--- config.mk ---
export PLATFORM = sky130hd
export DESIGN_NAME = branch_predictor
export DESIGN_NICKNAME = d
export VERILOG_FILES = /design/src/rtl/branch_predictor_pkg.sv /design/src/rtl/bp_sat_counter.sv /design/src/rtl/branch_predictor.sv
export SDC_FILE = /design/constraint.sdc
export NUM_CORES = 2
export LEC_CHECK = 0
export ABC_AREA = 1
export CAP_MARGIN = 10
export CORE_MARGIN = 10
export CORE_UTILIZATION = 59
export CTS_BUF_LIST = sky130_fd_sc_hd__clkbuf_8
export DETAILED_ROUTE_END_ITERATION = 8
export GPL_ROUTABILITY_DRIVEN = 0
export PLACE_DENSITY_LB_ADDON = 0.12
export SKIP_CTS_REPAIR_TIMING = 1
export SLEW_MARGIN = 20
export SYNTH_ARGS = -nofsm -noshare
export SYNTH_HDL_FRONTEND = slang
export SYNTH_SLANG_ARGS = --single-unit
--- constraint.sdc ---
create_clock -name clk_i -period 13.3 [get_ports clk_i]
set_clock_uncertainty 0.15 [all_clocks]
set_input_delay 1.995 -clock clk_i [delete_from_list [all_inputs] [get_ports clk_i]]
set_output_delay 1.995 -clock clk_i [all_outputs]
set_load 0.05 [all_outputs]
--- src/rtl/branch_predictor_pkg.sv ---
// Shared branch predictor definitions: address width, 2-bit counter encodings
// and the PC index/tag slicing used by both the fetch and update paths.
package branch_predictor_pkg;
    localparam int ADDR_W = 40;

    typedef logic [1:0] ctr_t;

    localparam ctr_t SNT = 2'b00;
    localparam ctr_t WNT = 2'b01;
    localparam ctr_t WT  = 2'b10;
    localparam ctr_t ST  = 2'b11;

    localparam ctr_t CTR_RESET = WNT;
endpackage

`define BP_IDX(pc, IB) pc[(IB)+1:2]
`define BP_TAG(pc, IB, TB) pc[(IB)+(TB)+1:(IB)+2]

--- src/rtl/bp_sat_counter.sv ---
// Next state of a 2-bit saturating direction counter given the resolved outcome.
module bp_sat_counter
    import branch_predictor_pkg::*;
(
    input  ctr_t cur,
    input  logic taken,
    output ctr_t nxt
);

    always_comb begin
        nxt = cur;
        case (cur)
            SNT:     nxt = taken ? WNT : SNT;
            WNT:     nxt = taken ? WT  : SNT;
            WT:      nxt = taken ? ST  : WNT;
            default: nxt = taken ? ST  : WT;
        endcase
    end

endmodule

--- src/rtl/branch_predictor.sv ---
// Direct-mapped BHT of 2-bit counters plus tagged BTB; one-cycle registered
// prediction for fetch, trained by resolved branches from execute.
module branch_predictor
    import branch_predictor_pkg::*;
#(
    parameter int INDEX_BITS = 6,
    parameter int TAG_BITS   = 8
) (
    input  logic              clk_i,
    input  logic              rst_i,
    input  logic              req_valid_i,
    input  logic              stall_i,
    input  logic [ADDR_W-1:0] pc_fetch_i,
    output logic              pred_valid_o,
    output logic              pred_taken_o,
    output logic [ADDR_W-1:0] pred_target_o,
    input  logic              upd_valid_i,
    input  logic [ADDR_W-1:0] upd_pc_i,
    input  logic              upd_taken_i,
    input  logic [ADDR_W-1:0] upd_target_i,
    output logic [15:0]       mispredict_count_o
);

    localparam int ENTRIES = 1 << INDEX_BITS;

    function automatic logic [15:0] sat_inc16(input logic [15:0] v);
        return (v == 16'hFFFF) ? v : v + 16'd1;
    endfunction

    ctr_t                ctr_q       [ENTRIES];
    logic [ENTRIES-1:0]  btb_valid_q;
    logic [TAG_BITS-1:0] btb_tag_q   [ENTRIES];
    logic [ADDR_W-1:0]   btb_target_q[ENTRIES];

    logic                vld_p1;
    logic                pred_taken_p1;
    logic [ADDR_W-1:0]   pred_target_p1;
    logic [15:0]         miss_cnt_q;

    // Stage p0: table lookup for the fetch PC and update-path next state
    logic [INDEX_BITS-1:0] req_idx_p0;
    logic [TAG_BITS-1:0]   req_tag_p0;
    logic                  hit_taken_p0;
    logic [INDEX_BITS-1:0] upd_idx_p0;
    logic [TAG_BITS-1:0]   upd_tag_p0;
    ctr_t                  upd_ctr_nxt_p0;
    logic [ADDR_W-INDEX_BITS-TAG_BITS-1:0] unused_upd_pc;

    assign req_idx_p0    = `BP_IDX(pc_fetch_i, INDEX_BITS);
    assign req_tag_p0    = `BP_TAG(pc_fetch_i, INDEX_BITS, TAG_BITS);
    assign hit_taken_p0  = btb_valid_q[req_idx_p0] && (btb_tag_q[req_idx_p0] == req_tag_p0)
                           && ctr_q[req_idx_p0][1];
    assign upd_idx_p0    = `BP_IDX(upd_pc_i, INDEX_BITS);
    assign upd_tag_p0    = `BP_TAG(upd_pc_i, INDEX_BITS, TAG_BITS);
    assign unused_upd_pc = {upd_pc_i[ADDR_W-1:INDEX_BITS+TAG_BITS+2], upd_pc_i[1:0]};

    bp_sat_counter u_sat_counter (
        .cur   (ctr_q[upd_idx_p0]),
        .taken (upd_taken_i),
        .nxt   (upd_ctr_nxt_p0)
    );

    // Stage p1: registered prediction; table writes land after the read
    always_ff @(posedge clk_i) begin
        if (rst_i) begin
            vld_p1         <= 1'b0;
            pred_taken_p1  <= 1'b0;
            pred_target_p1 <= '0;
            miss_cnt_q     <= '0;
            btb_valid_q    <= '0;
            for (int i = 0; i < ENTRIES; i++) begin
                ctr_q[i] <= CTR_RESET;
            end
        end else begin
            if (!stall_i) begin
                vld_p1 <= req_valid_i;
                if (req_valid_i) begin
                    pred_taken_p1  <= hit_taken_p0;
                    pred_target_p1 <= hit_taken_p0 ? btb_target_q[req_idx_p0]
                                                   : pc_fetch_i + ADDR_W'(4);
                end
            end
            if (upd_valid_i) begin
                ctr_q[upd_idx_p0] <= upd_ctr_nxt_p0;
                if (upd_taken_i) begin
                    btb_valid_q[upd_idx_p0] <= 1'b1;
                end
                if (upd_taken_i != ctr_q[upd_idx_p0][1]) begin
                    miss_cnt_q <= sat_inc16(miss_cnt_q);
                end
            end
        end
    end

    // BTB payload is qualified by btb_valid_q, so it carries no reset
    always_ff @(posedge clk_i) begin
        if (upd_valid_i && upd_taken_i) begin
            btb_tag_q[upd_idx_p0]    <= upd_tag_p0;
            btb_target_q[upd_idx_p0] <= upd_target_i;
        end
    end

    assign pred_valid_o       = vld_p1;
    assign pred_taken_o       = pred_taken_p1;
    assign pred_target_o      = pred_target_p1;
    assign mispredict_count_o = miss_cnt_q;

endmodule

; ---- Yosys cells after proc, flatten, opt, wreduce, memory -nomap -nowiden
; Memories as Yosys holds them, arrays and structs flattened.
; Index checks and enable logic that the tools add are counted.
[totals]
mem_bits_rw = 3200
output_inout_bits = 58
register_bits = 122
n_memories = 3
in_bits = 126
elab_cells = 50
[memory_table]
columns = memory, depth, width, rd, rd_ports_with_merged_regs, write_ports, line_no
row1 = btb_target_q, 64, 40, 1, 0, 1, branch_predictor.sv:33  ; logic [ADDR_W-1:0] btb_target_q[ENTRIES];
row2 = btb_tag_q, 64, 8, 1, 0, 1, branch_predictor.sv:32  ; logic [TAG_BITS-1:0] btb_tag_q [ENTRIES];
row3 = ctr_q, 64, 2, 2, 0, 64, branch_predictor.sv:30  ; ctr_t ctr_q [ENTRIES];
[classes]
n_eq_ne = 5
order_cmp = 3
bitwise = 3
mux = 20
n_reduce_logical = 9
add_sub_neg = 2
[ops]
columns = operator, n
row1 = bitwise OR 64 bit, 1
row2 = "adder 40 x 3 -> 40 bit, second input constant", 1
row3 = 2-to-1 mux 40 bit, 1
row4 = "adder 16 x 1 -> 16 bit, second input constant", 1
row5 = "equality test 16 bit, second input constant", 1
row6 = "< comparator 6 x 7 -> 1 bit, second input constant", 2
row7 = 2-to-1 mux 1 bit, 12
row8 = equality test 8 bit, 1
row9 = binary-select mux 1 bit (select 6 bit), 1
row10 = demux 1 bit (select 6 bit), 1
row11 = ">= comparator 6 x 1 -> 1 bit, second input constant", 1
row12 = 2-to-1 mux 2 bit, 3
row13 = 2-to-1 mux 6 bit, 1
row14 = one-hot mux 2 bit (3 select lines), 1
row15 = logical AND 1 bit, 4
row16 = AND reduction 2 bit, 2
row17 = AND reduction 3 bit, 1
row18 = "equality test 2 x 1 -> 1 bit, second input constant", 1
row19 = "equality test 2 bit, second input constant", 1
row20 = logical NOT 2 bit, 1
row21 = NOT 1 bit, 2
row22 = OR reduction 2 bit, 1
row23 = != test 1 bit, 1

; ---- Depth between registers and ports, before layout
[logic_depth]
word_depth = 5
mapped_depth = 27
ltp_nobuf = 23

; ---- Cells and area by module
; A second synthesis with hierarchy kept.
[unflattened]
hier_cells = 10981
hier_area_um2 = 134252.5
[by_module_without_submodules]
columns = mod, area_per_inst_um2, n_inst, cells_each, seq_area_each_um2
row1 = branch_predictor, 134231.2, 1, 10976, 98534.5
row2 = bp_sat_counter, 21.3, 1, 5, 0.0

; ---- Worst setup path after synthesis
; No wires, ideal clock.
[synth_path]
kind = input port to flip-flop
startpoint = input upd_pc_i[5]
endpoint = memory btb_tag_q[58][0], enable pin
setup_ns = 0.515
setup_slack_ns = 6.321
path_stages = 5
required_ns = 12.635
n_path_buf = 1
arrival_time_ns = 6.315
cell_sequence = clkbuf_1 > inv_1 > nor3_1 > clkinv_1 > nor3_1
[synth_lines]
columns = element, line_no
row1 = start: declaration, branch_predictor.sv:18  ; input logic [ADDR_W-1:0] upd_pc_i,
row2 = end: declaration, branch_predictor.sv:32
; No word-level cell before the write port.

; ---- Worst setup path after layout
[layout_path]
startpoint = input pc_fetch_i[2]
endpoint = register pred_target_p1[14], in the netlist pred_target_o[14]
[layout_via]
elab_chain_cells = 5
elab_cells_between_ends = 10
classes_between = 1 x add/sub / 1 x eq/ne / 3 x mux / 2 x reduce/logical / 3 x memory
[layout_rtl]
columns = element, line_no
row1 = start: declaration, branch_predictor.sv:13  ; input logic [ADDR_W-1:0] pc_fetch_i,
row2 = memory (64 x 8 bit) or binary-select mux 1 bit (select 6 bit) (tied branches), --
row3 = equality test 8 bit or 2-to-1 mux 1 bit (tied branches), branch_predictor.sv:51  ; assign hit_taken_p0 = btb_valid_q[req_idx_p0] && (btb_tag_q[req_idx_p0] == req_tag_p0)
row4 = logical AND 1 bit, branch_predictor.sv:51
row5 = logical AND 1 bit, branch_predictor.sv:52  ; && ctr_q[req_idx_p0][1];
row6 = 2-to-1 mux 40 bit *, branch_predictor.sv:79  ; pred_target_p1 <= hit_taken_p0 ? btb_target_q[req_idx_p0]
row7 = end signal: assignment, branch_predictor.sv:79
row8 = end: declaration, branch_predictor.sv:37  ; logic [ADDR_W-1:0] pred_target_p1;
; Mark *: on every way between the ends. The rest lies on a longest branch, timed or not. The select of a mux whose other input is x is not followed.
; A chain may end at the register's enable or synchronous reset.

==> metrics.txt <==
# TYPE chip_impl_metric gauge
chip_impl_metric{name="critical_path.max_fanout",unit=""} 89
chip_impl_metric{name="i_o_pins",unit=""} 184
chip_impl_metric{name="die_width",unit="um"} 497.2
chip_impl_metric{name="asyncSetResetFlopFracSynth",unit="%"} 0
chip_impl_info{name="top_cells_by_area_synth",value="sky130_fd_sc_hd__edfxtp_1 (72%), sky130_fd_sc_hd__o21ai_0 (5.4%), sky130_fd_sc_hd__nor2_1 (5.4%)"} 1
chip_impl_metric{name="syn_area_per_cell",unit="um^2"} 12.18
chip_impl_metric{name="via_count",unit=""} 94368
chip_impl_metric{name="die-area",unit="um^2"} 247200
chip_impl_metric{name="first_pass_grt_wire_length",unit="mm"} 603.2
chip_impl_metric{name="ys_seq_elements",unit=""} 3322
chip_impl_info{name="r2r-start",value="ctr_q[33][1]"} 1
chip_impl_metric{name="final_cycle_utilization_of_the_critical_path",unit="%"} 55.07
chip_impl_metric{name="crit_required",unit="ns"} 14.15
chip_impl_info{name="min_from",value="pred_valid_o"} 1
chip_impl_metric{name="hold_viol_final",unit=""} 0
chip_impl_metric{name="port_buffers",unit=""} 157
chip_impl_metric{name="post_synth_and_or_nand_nor_area_fraction",unit="%"} 12.05
chip_impl_metric{name="finalMaxSlewViolations",unit=""} 0
chip_impl_metric{name="timing.final.crit_period",unit="ns"} 7.325
chip_impl_metric{name="cts_buffers",unit=""} 550
chip_impl_info{name="cp-end-kind",value="flip-flop"} 1
chip_impl_metric{name="p_per_area",unit="nW/um^2"} 141.9
chip_impl_metric{name="power.leakage",unit="nW"} 49.68
chip_impl_metric{name="critPathBufInv",unit=""} 5
chip_impl_metric{name="grt_max_degree",unit=""} 214
chip_impl_info{name="critical-path-slowest-cell",value="sky130_fd_sc_hd__nand3_2"} 1
chip_impl_info{name="root_driver",value="sky130_fd_sc_hd__clkbuf_8"} 1
chip_impl_info{name="startpoint_type",value="primary input"} 1
chip_impl_metric{name="first_global_vias",unit=""} 88324
chip_impl_metric{name="yosys_warnings",unit=""} 0
chip_impl_metric{name="cts.clk_slew.worst_paths",unit="ns"} 0.06
chip_impl_metric{name="post_synth_xor_area_fraction",unit="%"} 0.3194
chip_impl_metric{name="chipHeight",unit="um"} 497.2
chip_impl_info{name="crit_start",value="pc_fetch_i[2]"} 1
chip_impl_metric{name="drt_wl_total",unit="mm"} 424.6
chip_impl_metric{name="synth-compound-area-share",unit="%"} 10.65
chip_impl_info{name="synth_top_family_by_area",value="simple AND/OR/NAND/NOR gates"} 1
chip_impl_metric{name="grt_antenna_before_repair",unit=""} 37
chip_impl_metric{name="dr.pass1.iters",unit=""} 9
chip_impl_metric{name="grtUsageTotal",unit="%"} 33.15
chip_impl_info{name="synth_top_cells_by_count",value="sky130_fd_sc_hd__edfxtp_1 (3,200), sky130_fd_sc_hd__nor2_1 (1,918), sky130_fd_sc_hd__o21ai_0 (1,440)"} 1
chip_impl_metric{name="setup_violations",unit=""} 0
chip_impl_metric{name="synth.mux.area_fraction",unit="%"} 0
chip_impl_metric{name="finish.net_count",unit=""} 11295
chip_impl_metric{name="ctsLongestPathBuffers",unit=""} 4
chip_impl_metric{name="worstMarginPinSlew",unit="ns"} 1.179
chip_impl_metric{name="max_stage_delay",unit="ns"} 0.94
chip_impl_info{name="synthDominantAreaCellType",value="sky130_fd_sc_hd__edfxtp_1"} 1
chip_impl_info{name="result_of_the_run",value="finished, final reports clean"} 1
chip_impl_info{name="critical_path.cell_chain",value="buf_8, buf_4, buf_4, buf_4, nor2_1, nor2_1, o21ai_0, nand3_1, nand3_1, nand2_1, nand2_1, nand2_1, nor2_1, a21oi_2, nand2_1, nor2_4, nand3_2, nand2_1, nand3_1, nand2_1, inv_1"} 1
chip_impl_metric{name="cap_violations",unit=""} 0
chip_impl_metric{name="synthesis.instances",unit=""} 11032
chip_impl_metric{name="ant_nets",unit=""} 0
chip_impl_metric{name="clkLatencyLatePin",unit="ns"} 1.12
chip_impl_metric{name="synthesized_nets",unit=""} 11160
chip_impl_info{name="critical_path.top_delay_family",value="simple AND/OR/NAND/NOR gates"} 1
chip_impl_metric{name="detail_route.wl_per_cell",unit="um"} 29.14
chip_impl_metric{name="synth-edff-count",unit=""} 3200
chip_impl_metric{name="cts_max_level",unit=""} 6
chip_impl_metric{name="fmax",unit="GHz"} 0.1365
chip_impl_metric{name="area_delta_synth_final",unit="%"} 9.948
chip_impl_metric{name="global_route.overflow_total",unit=""} 0
chip_impl_info{name="cts_tree",value="yes"} 1
chip_impl_metric{name="post-route-drc-count",unit=""} 0
chip_impl_metric{name="layout-drive-gt1-share",unit="%"} 8.470
chip_impl_metric{name="fin_tns_setup",unit="ns"} 0
chip_impl_metric{name="synth_adder_area_share",unit="%"} 0.01863
chip_impl_metric{name="post-synth-top-area-fraction",unit="%"} 71.52
chip_impl_metric{name="std_cell_rows",unit=""} 175
chip_impl_metric{name="initial_core_util",unit="%"} 59.17
chip_impl_metric{name="vias_per_cell",unit=""} 6.477
chip_impl_metric{name="core",unit="um^2"} 227100
chip_impl_metric{name="place_hpwl",unit="mm"} 216.5
chip_impl_metric{name="synth.yosys.seq_area_share",unit="%"} 73.34
chip_impl_metric{name="drt_first_iter_violations",unit=""} 14625
chip_impl_info{name="post-synth-top-count-cell",value="sky130_fd_sc_hd__edfxtp_1"} 1
chip_impl_metric{name="clock-sinks",unit=""} 3322
chip_impl_info{name="hold_path.class",value="reg2reg"} 1
chip_impl_info{name="rsz0062_at_grt",value="false"} 1
chip_impl_info{name="crit_type",value="in2reg"} 1
chip_impl_metric{name="arrival",unit="ns"} 8.18
chip_impl_metric{name="mappedNetlistArea",unit="um^2"} 134400
chip_impl_info{name="critical_path.most_common_cell",value="sky130_fd_sc_hd__nand2_1"} 1
chip_impl_metric{name="worst_slew_margin_rel",unit="%"} 21.38
chip_impl_metric{name="power.ir.vdd_worst",unit="uV"} 118.2
chip_impl_metric{name="netlist-cell-type-count",unit=""} 51
chip_impl_metric{name="worst_case_hold_slack",unit="ns"} 0.3068
chip_impl_info{name="postSynth.topFlopCell",value="sky130_fd_sc_hd__edfxtp_1"} 1
## logic make-up after synthesis
kind of cell / Yosys count
simple gates: 4016
flops: 3322
compound gates: 2491
buf+inv: 1152
xor+xnor: 49
fa+ha+maj: 2
## per-layer routing
metal  part of all wire, %  global-route usage, %  wire [um]
met5                 0.058                      0        245
met4                   5.3                  15.89      22630
met3                    14                  9.279      60950
met2                    43                  48.43     183900
met1                    37                  46.21     156800
## power breakdown
| part | total [mW] | leakage, nW | switching, mW | internal [mW] |
|---|---|---|---|---|
| registers | 11.5 | 29.8 | 0.0249 | 11.5 |
| clock network | 8.05 | 5.54 | 3.99 | 4.06 |
| logic | 1.36 | 14.4 | 1.04 | 0.318 |
## placed cells by master, fill, tap and decap left out, types with 103 or more instances in the layout
cell,instances
sky130_fd_sc_hd__o21ai_0,1440
sky130_fd_sc_hd__inv_1,538
sky130_fd_sc_hd__o221ai_1,223
sky130_fd_sc_hd__clkbuf_8,571
sky130_fd_sc_hd__o211ai_1,118
sky130_fd_sc_hd__dfxtp_1,122
sky130_fd_sc_hd__clkdlybuf4s50_1,103
sky130_fd_sc_hd__o22ai_1,386
sky130_fd_sc_hd__a21oi_1,212
sky130_fd_sc_hd__clkinv_1,110
sky130_fd_sc_hd__nand2_1,1353
sky130_fd_sc_hd__nand3_1,605
sky130_fd_sc_hd__nor2_1,1878
sky130_fd_sc_hd__edfxtp_1,3200
sky130_fd_sc_hd__buf_4,172
## flip-flops by register name (all words and copies together) (netlist names)
| name | flops |
|---|---|
| btb_valid_q | 64 |
| btb_target_q | 2560 |
| btb_tag_q | 512 |
| pred_taken_o | 1 |
| ctr_q | 128 |
| pred_valid_o | 1 |
| pred_target_o | 40 |
| mispredict_count_o | 16 |
## final cells by class
class	instances	area [um^2]
flip-flops and latches	3322	98530
fillers	16666	79340
multi-input cells	6558	31290
clock buffers	571	7859
well taps	3009	3765
repair buffers	340	2999
clock inverters	360	1657
inverters	395	1584
diodes	14	35.03
## worst reg2reg max path, delay by kind of cell (launching register included)
kind / cells / cell delay [ns]
simple gates: 8 / 1.92
compound gates: 4 / 0.74
buf+inv: 1 / 0.54
flops: 1 / 0.39
## through the flow
stage	area, um^2	setup WS [ns]	instances	power, mW	util [%]
after CTS	147600	6.318	14553	20.95	65.01
final	147700	5.975	14569	20.96	65.06
after detailed placement	138100	5.141	13622	13.08	60.82
after global placement	138000	5.239	13618	13.05	60.78
after global routing	147700	5.682	14557	21.56	65.04
after floorplan	134400	6.321	11032	12.52	-
## worst paths after layout
path | end | slack (ns) | cells after the start
max reg2reg | ctr_q[21][0] | 9.27 | 13
max | pred_target_o[14] | 5.98 | 21
min | pred_valid_o | 0.31 | 2
min reg2reg | pred_valid_o | 0.31 | 2
No activity file was read; power rests on OpenSTA's default activity.
